[config.mk]
export PLATFORM = sky130hd
export DESIGN_NAME = glob_reg_loader
export DESIGN_NICKNAME = d
export VERILOG_FILES = /design/src/rtl/glob_loader_pkg.sv /design/src/rtl/glob_instr_decode.sv /design/src/rtl/glob_reg_loader.sv
export SDC_FILE = /design/constraint.sdc
export NUM_CORES = 1
export LEC_CHECK = 0
export CORE_ASPECT_RATIO = 0.6
export CORE_MARGIN = 3
export CORE_UTILIZATION = 25
export DETAILED_ROUTE_END_ITERATION = 12
export PLACE_DENSITY = 0.57
export SETUP_SLACK_MARGIN = 0.4
export SLEW_MARGIN = 0
export SYNTH_ARGS = -nofsm -noshare
export SYNTH_HDL_FRONTEND = slang
export SYNTH_SLANG_ARGS = --single-unit
export TNS_END_PERCENT = 20
[constraint.sdc]
create_clock -name clk -period 4.3 [get_ports clk]
set_clock_uncertainty 0.05 [all_clocks]
set_input_delay 0.43 -clock clk [delete_from_list [all_inputs] [get_ports clk]]
set_output_delay 0.43 -clock clk [all_outputs]
set_load 0.02 [all_outputs]
[src/rtl/glob_loader_pkg.sv]
// Shared definitions for the scalar-side load sequencer: opcodes, instruction
// field positions and the loader FSM state encoding.
package glob_loader_pkg;

    localparam logic [3:0] OP_NOP  = 4'h0;
    localparam logic [3:0] OP_LDI  = 4'h1;
    localparam logic [3:0] OP_HALT = 4'hF;

    localparam int unsigned OPC_MSB    = 23;
    localparam int unsigned OPC_LSB    = 20;
    localparam int unsigned RD_MSB     = 19;
    localparam int unsigned RD_LSB     = 16;
    localparam int unsigned REG_ADDR_W = 4;

    typedef enum logic [2:0] {
        ST_IDLE      = 3'd0,
        ST_FETCH     = 3'd1,
        ST_DECODE    = 3'd2,
        ST_WAIT_STEP = 3'd3,
        ST_HALTED    = 3'd4
    } state_e;

endpackage

[src/rtl/glob_instr_decode.sv]
// Combinational decode of a scalar instruction word into LDI/HALT flags,
// destination register and immediate.
module glob_instr_decode
    import glob_loader_pkg::*;
#(
    parameter int unsigned INSTR_WIDTH = 24,
    parameter int unsigned DATA_WIDTH  = 16
) (
    input  logic [INSTR_WIDTH-1:0] instr,
    output logic                   is_ldi,
    output logic                   is_halt,
    output logic [REG_ADDR_W-1:0]  rd,
    output logic [DATA_WIDTH-1:0]  imm
);

    logic [3:0] opcode;

    always_comb begin
        opcode  = instr[OPC_MSB:OPC_LSB];
        is_ldi  = (opcode == OP_LDI);
        is_halt = (opcode == OP_HALT);
        rd      = instr[RD_MSB:RD_LSB];
        imm     = instr[DATA_WIDTH-1:0];
    end

endmodule

[src/rtl/glob_reg_loader.sv]
// Load sequencer: fetches from a private instruction memory and turns LDI
// instructions into global register writes, paced by scheduler step pulses.
module glob_reg_loader
    import glob_loader_pkg::*;
#(
    parameter int unsigned DATA_WIDTH  = 16,
    parameter int unsigned PC_WIDTH    = 8,
    parameter int unsigned INSTR_WIDTH = 24
) (
    input  logic                   clk,
    input  logic                   reset,
    input  logic                   start,
    input  logic [PC_WIDTH-1:0]    start_pc,
    input  logic                   step,
    output logic                   imem_rd_en,
    output logic [PC_WIDTH-1:0]    imem_addr,
    input  logic [INSTR_WIDTH-1:0] imem_rdata,
    output logic                   glob_reg_write_en,
    output logic [3:0]             glob_reg_write_addr,
    output logic [DATA_WIDTH-1:0]  glob_reg_write_data,
    output logic [PC_WIDTH-1:0]    pc,
    output logic                   busy,
    output logic                   halted,
    output logic                   step_overrun
);

    state_e                  state_q, state_d;
    logic [PC_WIDTH-1:0]     pc_q, pc_d;
    logic                    pending_q, pending_d;
    logic                    overrun_q, overrun_d;
    logic                    rd_en_q, rd_en_d;
    logic                    we_q, we_d;
    logic [REG_ADDR_W-1:0]   wa_q, wa_d;
    logic [DATA_WIDTH-1:0]   wd_q, wd_d;

    logic                    dec_is_ldi;
    logic                    dec_is_halt;
    logic [REG_ADDR_W-1:0]   dec_rd;
    logic [DATA_WIDTH-1:0]   dec_imm;

    glob_instr_decode #(
        .INSTR_WIDTH (INSTR_WIDTH),
        .DATA_WIDTH  (DATA_WIDTH)
    ) u_decode (
        .instr   (imem_rdata),
        .is_ldi  (dec_is_ldi),
        .is_halt (dec_is_halt),
        .rd      (dec_rd),
        .imm     (dec_imm)
    );

    always_ff @(posedge clk or posedge reset) begin
        if (reset) begin
            state_q   <= ST_IDLE;
            pc_q      <= '0;
            pending_q <= 1'b0;
            overrun_q <= 1'b0;
            rd_en_q   <= 1'b0;
            we_q      <= 1'b0;
            wa_q      <= '0;
            wd_q      <= '0;
        end else begin
            state_q   <= state_d;
            pc_q      <= pc_d;
            pending_q <= pending_d;
            overrun_q <= overrun_d;
            rd_en_q   <= rd_en_d;
            we_q      <= we_d;
            wa_q      <= wa_d;
            wd_q      <= wd_d;
        end
    end

    always_comb begin
        state_d   = state_q;
        pc_d      = pc_q;
        pending_d = pending_q;
        overrun_d = overrun_q;
        we_d      = 1'b0;
        wa_d      = wa_q;
        wd_d      = wd_q;

        case (state_q)
            ST_IDLE, ST_HALTED: begin
                if (start) begin
                    pc_d      = start_pc;
                    pending_d = 1'b0;
                    overrun_d = 1'b0;
                    state_d   = ST_FETCH;
                end
            end
            ST_FETCH: begin
                state_d = ST_DECODE;
                if (step) begin
                    if (pending_q) overrun_d = 1'b1;
                    else           pending_d = 1'b1;
                end
            end
            ST_DECODE: begin
                if (step) begin
                    if (pending_q) overrun_d = 1'b1;
                    else           pending_d = 1'b1;
                end
                if (dec_is_halt) begin
                    // Nothing left to pace, so a banked step is discarded.
                    pending_d = 1'b0;
                    state_d   = ST_HALTED;
                end else begin
                    if (dec_is_ldi) begin
                        we_d = 1'b1;
                        wa_d = dec_rd;
                        wd_d = dec_imm;
                    end
                    state_d = ST_WAIT_STEP;
                end
            end
            ST_WAIT_STEP: begin
                if (step && pending_q) overrun_d = 1'b1;
                if (step || pending_q) begin
                    pc_d      = pc_q + PC_WIDTH'(1);
                    pending_d = 1'b0;
                    state_d   = ST_FETCH;
                end
            end
            default: state_d = ST_IDLE;
        endcase

        rd_en_d = (state_d == ST_FETCH);
    end

    assign imem_rd_en          = rd_en_q;
    assign imem_addr           = pc_q;
    assign glob_reg_write_en   = we_q;
    assign glob_reg_write_addr = wa_q;
    assign glob_reg_write_data = wd_q;
    assign pc                  = pc_q;
    assign step_overrun        = overrun_q;
    assign busy   = (state_q == ST_FETCH) || (state_q == ST_DECODE) || (state_q == ST_WAIT_STEP);
    assign halted = (state_q == ST_HALTED);

endmodule

Word-level counts from Yosys, hierarchy flattened
Index checks and enable logic that the tools add are counted.

Bits of input ports: 36. Output and inout bits: 41. Word-level logic and storage cells: 55. Flip-flop bits (word level): 35.

$add $sub $neg: 1. Reductions and logical operators: 14. Equality and inequality tests: 12. Multiplexer cells: 19. Bitwise logic cells: 1.

Operator list (number): $mux W8 (2); $pmux W8 S2 (1); $pmux W3 S4 (1); $mux W1 (10); $mux W3 (3); $reduce_and A3 Y1 (3); $add A8 B1 Y8 const B (1); $eq A3 B1 Y1 const B (2); $eq A3 B2 Y1 const B (2); $ne A2 B2 Y1 const B (3); $reduce_and A5 Y1 (1); $eq A4 B1 Y1 const B (1); $eq A4 B4 Y1 const B (1); $ne A2 B1 Y1 const B (2); $pmux W1 S4 (1); $reduce_bool A4 Y1 (1); $reduce_or A2 Y1 (2); $eq A3 B3 Y1 const B (1); $logic_not A3 Y1 (1); $logic_or A1 B1 Y1 (3); $pmux W1 S3 (1); $reduce_bool A3 Y1 (1); $reduce_bool A2 Y1 (1); $logic_and A1 B1 Y1 (1); $not A1 Y1 (1).

Depth between registers and ports, before layout
Depth in word-level cells: 4. Gate-level depth with buffers: 6. Gate-level depth less buffers: 5.

By module
A second synthesis with hierarchy kept.

Cell total of the unflattened synthesis: 161. Area total of the unflattened synthesis: 1915.6 um2.

Modules (own cells, without submodules): glob_reg_loader (seq. area each 875.8 um2, instances 1, cells each 139, area an instance 1741.7 um2); glob_instr_decode (seq. area each 0.0 um2, instances 1, cells each 22, area an instance 173.9 um2).

Least setup slack after synthesis
OpenSTA, ideal clock, no wires.

Path kind: register to register. Start: register pc_q[0] (netlist: imem_addr[0]). End: register pc_q[6] (netlist: imem_addr[6]). Library setup time: 123 ps. Clock period less this slack: 1493 ps. Required time: 4127 ps. Arrival: 1321 ps. Stages on the path, launching flop included: 6. Slack: 2807 ps. Buffers on the path: 0. Cell sequence: dfrtp_1 > ha_1 > and3_1 > a31o_2 > a21oi_1 > a21oi_2.

Word-level cells in the longest chain between the ends: 3.

RTL lines: start, declared (line glob_reg_loader.sv:28) `logic [PC_WIDTH-1:0] pc_q, pc_d;`; start signal, assigned (line glob_reg_loader.sv:64) `pc_q <= pc_d;`; $add A8 B1 Y8 (line glob_reg_loader.sv:120) `pc_d = pc_q + PC_WIDTH'(1);`; $mux W8 (line glob_reg_loader.sv:119) `if (step || pending_q) begin`; $pmux W8 S2 (line glob_reg_loader.sv:83) `case (state_q)`.

Every way passes these cells. The select of a mux whose other input is x is not followed. A chain may end at the register's enable or synchronous reset.

Worst setup path in the final report
Start: register state_q[0]. End: output busy.

Word-level cells in the longest chain between the ends: 3. Elaborated cells on any way between the ends: 5. Those cells by class: eq/ne (3); reduce/logical (2).

RTL lines: start, declared (line glob_reg_loader.sv:27) `state_e state_q, state_d;`; start signal, assigned (line glob_reg_loader.sv:63) `state_q <= state_d;`; $eq A3 B1 Y1 or $eq A3 B2 Y1 (tied branches) (line glob_reg_loader.sv:138) `assign busy = (state_q == ST_FETCH) || (state_q == ST_DECODE) || (state_q == ST_WAIT_STEP);`; $logic_or A1 B1 Y1 (line glob_reg_loader.sv:138); $logic_or A1 B1 Y1 (*) (line glob_reg_loader.sv:138); end, declared (line glob_reg_loader.sv:22) `output logic busy,`.

Mark *: on every way between the ends. The rest lies on a longest branch, timed or not.

==> flow_summary.yaml <==
clocking:
  cts_made_buffers: 5
  cts-root-to-sink-buffers: 2
  root_buffer: "clkbuf_8"
  clk_latency_ns: 0.28
  cts.clk_slew.worst_paths_ns: 0.07
  cts_tree: "built"
  post_cts_buffers: 0
  cts_resized: 0
  cts.sinks: 35
  htree_levels: 2
  cts.hold.buffers_added: 0
timing:
  finalHoldViolCount: 0
  slew_violations: 0
  setup_viol: 0
  fin_ws_ns: 2.04
  fmax_ghz: 0.442
  post-route-min-period_ns: 2.26
  worstMarginPinSlew_ns: 0.960
  slew_headroom_pct: 35.8
  grt_setup_unrepaired: "no"
  setup_tns_ns: 0
  fin_crit_sh_pct: 52.7
  hold_ws_ns: 0.456
synthesis:
  synth_edf_count: 0
  synthCells: 141
  synth-seq-cells: 35
  synth_area_leaders: "dfrtp_1, mux2_2, buf_4"
  yosysUniqueCellTypes: 37
  synthArstFlopShare_pct: 100
  synth_largest_area_cell: "dfrtp_1"
  ys.flop_type: "dfrtp_1"
  synth_top_area_share_pct: 52.9
  synthesis.area_um2: 1660
  syn_nets: 178
  yosysSeqAreaShare_pct: 52.9
  yosys_warnings: 0
  synth.avg_cell_area_um2: 11.7
layout:
  final_cell_mix: "clkdlybuf4s50_1, dfrtp_1, mux2_2"
  syn_to_final_growth_pct: 55.0
  nets: 248
  multi_input_area_um2: 661
  regArea_um2: 876
  fillers: 611
  num_antenna_cells: 0
  layout-drive-gt1-share_pct: 17.9
  layout.cells.most_common: "clkdlybuf4s50_1"
flow_run:
  cap_viol_max_count: 0
pwr:
  p_leak_uw: 0.00108
  p_sw_uw: 750
  swShare_pct: 37.9
  clkPwrFrac_pct: 17.5
  power_frac_comb_pct: 51.2
  power_density_nw_per_um2: 772
  intPower_uw: 1230
  peakVddDrop_mv: 0.277
  power_frac_seq_pct: 31.3
route:
  postRouteAntennaNets: 0
  firstDrtPassIters: 4
  drc: 0
  via_count: 1316
  routed_via_density: 4.45
  drtIter0Drc: 56
  wire_per_inst_um: 13.7
  drt_wl_total_um: 4060
die:
  fp.dieH_um: 69.0
  die_area_um2: 7670
  ios: 77
  initial_utilization_pct: 26.5
  rows: 22
  core_area_um2: 6250
  die_width_um: 111
place:
  gp_congestion: 0.697
  post-place-ws_ns: 1.71
  numPortBuffers: 76
  hpwl_um: 3050
critical_path:
  crit_top_cell: "nor2_1"
  worst_setup_path_start_kind: "flip-flop"
  crit_type: "reg2out"
  crit_chain: "nor2_1 > nor2_1 > clkdlybuf4s50_1"
  crit_required_ns: 3.82
  crit_start: "state_q[0]$_DFF_PP0_"
  cpPeakStageDelay_ns: 0.66
  critPathSlowestCell: "clkdlybuf4s50_1"
  cp_top_family: "buffers and inverters"
  critical_path_buf_inv_count: 1
  cp_data_arrival_time_ns: 1.78
  r2r-start: "state_q[1]$_DFF_PP0_"
  cp-end-kind: "output pin"
  cp_max_fo: 9
status:
  status: "finished clean"
grt:
  grt_overflow: 0
  grt_max_degree: 36
  antenna_found_initial: 0
  grt_use_total_pct: 10.8
  grt_pass1_vias: 1299
  grt_pass1_wl_um: 6730
worst_hold_path:
  worstHoldPathType: "reg2reg"
  min_from: "glob_reg_write_data[0]$_DFFE_PP0P_"
cell usage after synthesis, types with 3 or more instances:
cell / n
nor2_1: 11
a21oi_2: 3
buf_2: 4
a21oi_1: 7
o21ai_1: 3
dfrtp_1: 35
nand2_1: 8
o21ai_0: 6
buf_4: 8
mux2_2: 20
nor3b_1: 3
nand3_1: 3
sequential cells by signal (all words and copies together) (netlist names):
signal               count
state_q                  3
pending_q                1
glob_reg_write_en        1
imem_addr                8
glob_reg_write_addr      4
glob_reg_write_data     16
step_overrun             1
imem_rd_en               1
layout make-up:
type | instances | share of cell area, %
clock buffer | 6 | 2.83
clock inverter | 2 | 2.34
inverter | 3 | 0.926
multi-input combinational | 89 | 25.7
sequential | 35 | 34.1
tap | 84 | 4.10
timing repair buffer | 77 | 29.9
kinds of logic after synthesis:
group                      synth area share (%)
AOI/OAI and AO/OA                          13.5
adders and majority gates                 0.756
buffers and inverters                      7.18
DFF                                        52.9
muxes                                      14.2
and+or+nand+nor                            11.5
metrics by stage:
| step | cell area (um^2) | power, uW | utilization [%] | instances |
|---|---|---|---|---|
| 2_1_floorplan | 1660 | 1240 | - | 141 |
| 3_3_place_gp | 2430 | 1640 | 38.9 | 288 |
| 3_5_place_dp | 2430 | 1650 | 38.9 | 288 |
| 4_1_cts | 2570 | 2000 | 41.1 | 296 |
| 5_1_grt | 2570 | 2110 | 41.1 | 296 |
| 6_report | 2570 | 1980 | 41.1 | 296 |
path summary, 6_finish.rpt:
path | end | slack, ns | cells after the start
worst max-delay path | busy | 2.04 | 3
worst min-delay path | glob_reg_write_data[0]$_DFFE_PP0P_ | 0.46 | 1
worst max register to register | glob_reg_write_data[14]$_DFFE_PP0P_ | 2.20 | 3
worst min register to register | glob_reg_write_data[0]$_DFFE_PP0P_ | 0.46 | 1
max in group asynchronous | imem_addr[5]$_DFFE_PP0P_ | 3.38 | 3
min in group asynchronous | glob_reg_write_addr[0]$_DFFE_PP0P_ | 0.49 | 3
layer usage:
metal	up-vias	GRT usage, %	wire [um]	part of all wire (%)
li1	635	-	-	-
met1	619	16.1	2060	51
met2	60	14.3	1580	39
met3	2	4.65	408	10
met4	0	2.43	10	0.25
met5	-	0	0	0
power by group through the flow:
stage | sequential (uW) | clock (uW) | combinational [uW]
after floorplan | 756 | 0 | 481
after global placement | 629 | 0 | 1010
after detailed placement | 627 | 0 | 1020
after CTS | 621 | 358 | 1030
after global routing | 650 | 374 | 1090
final | 620 | 346 | 1010
Power figures use the tool's default switching activity.
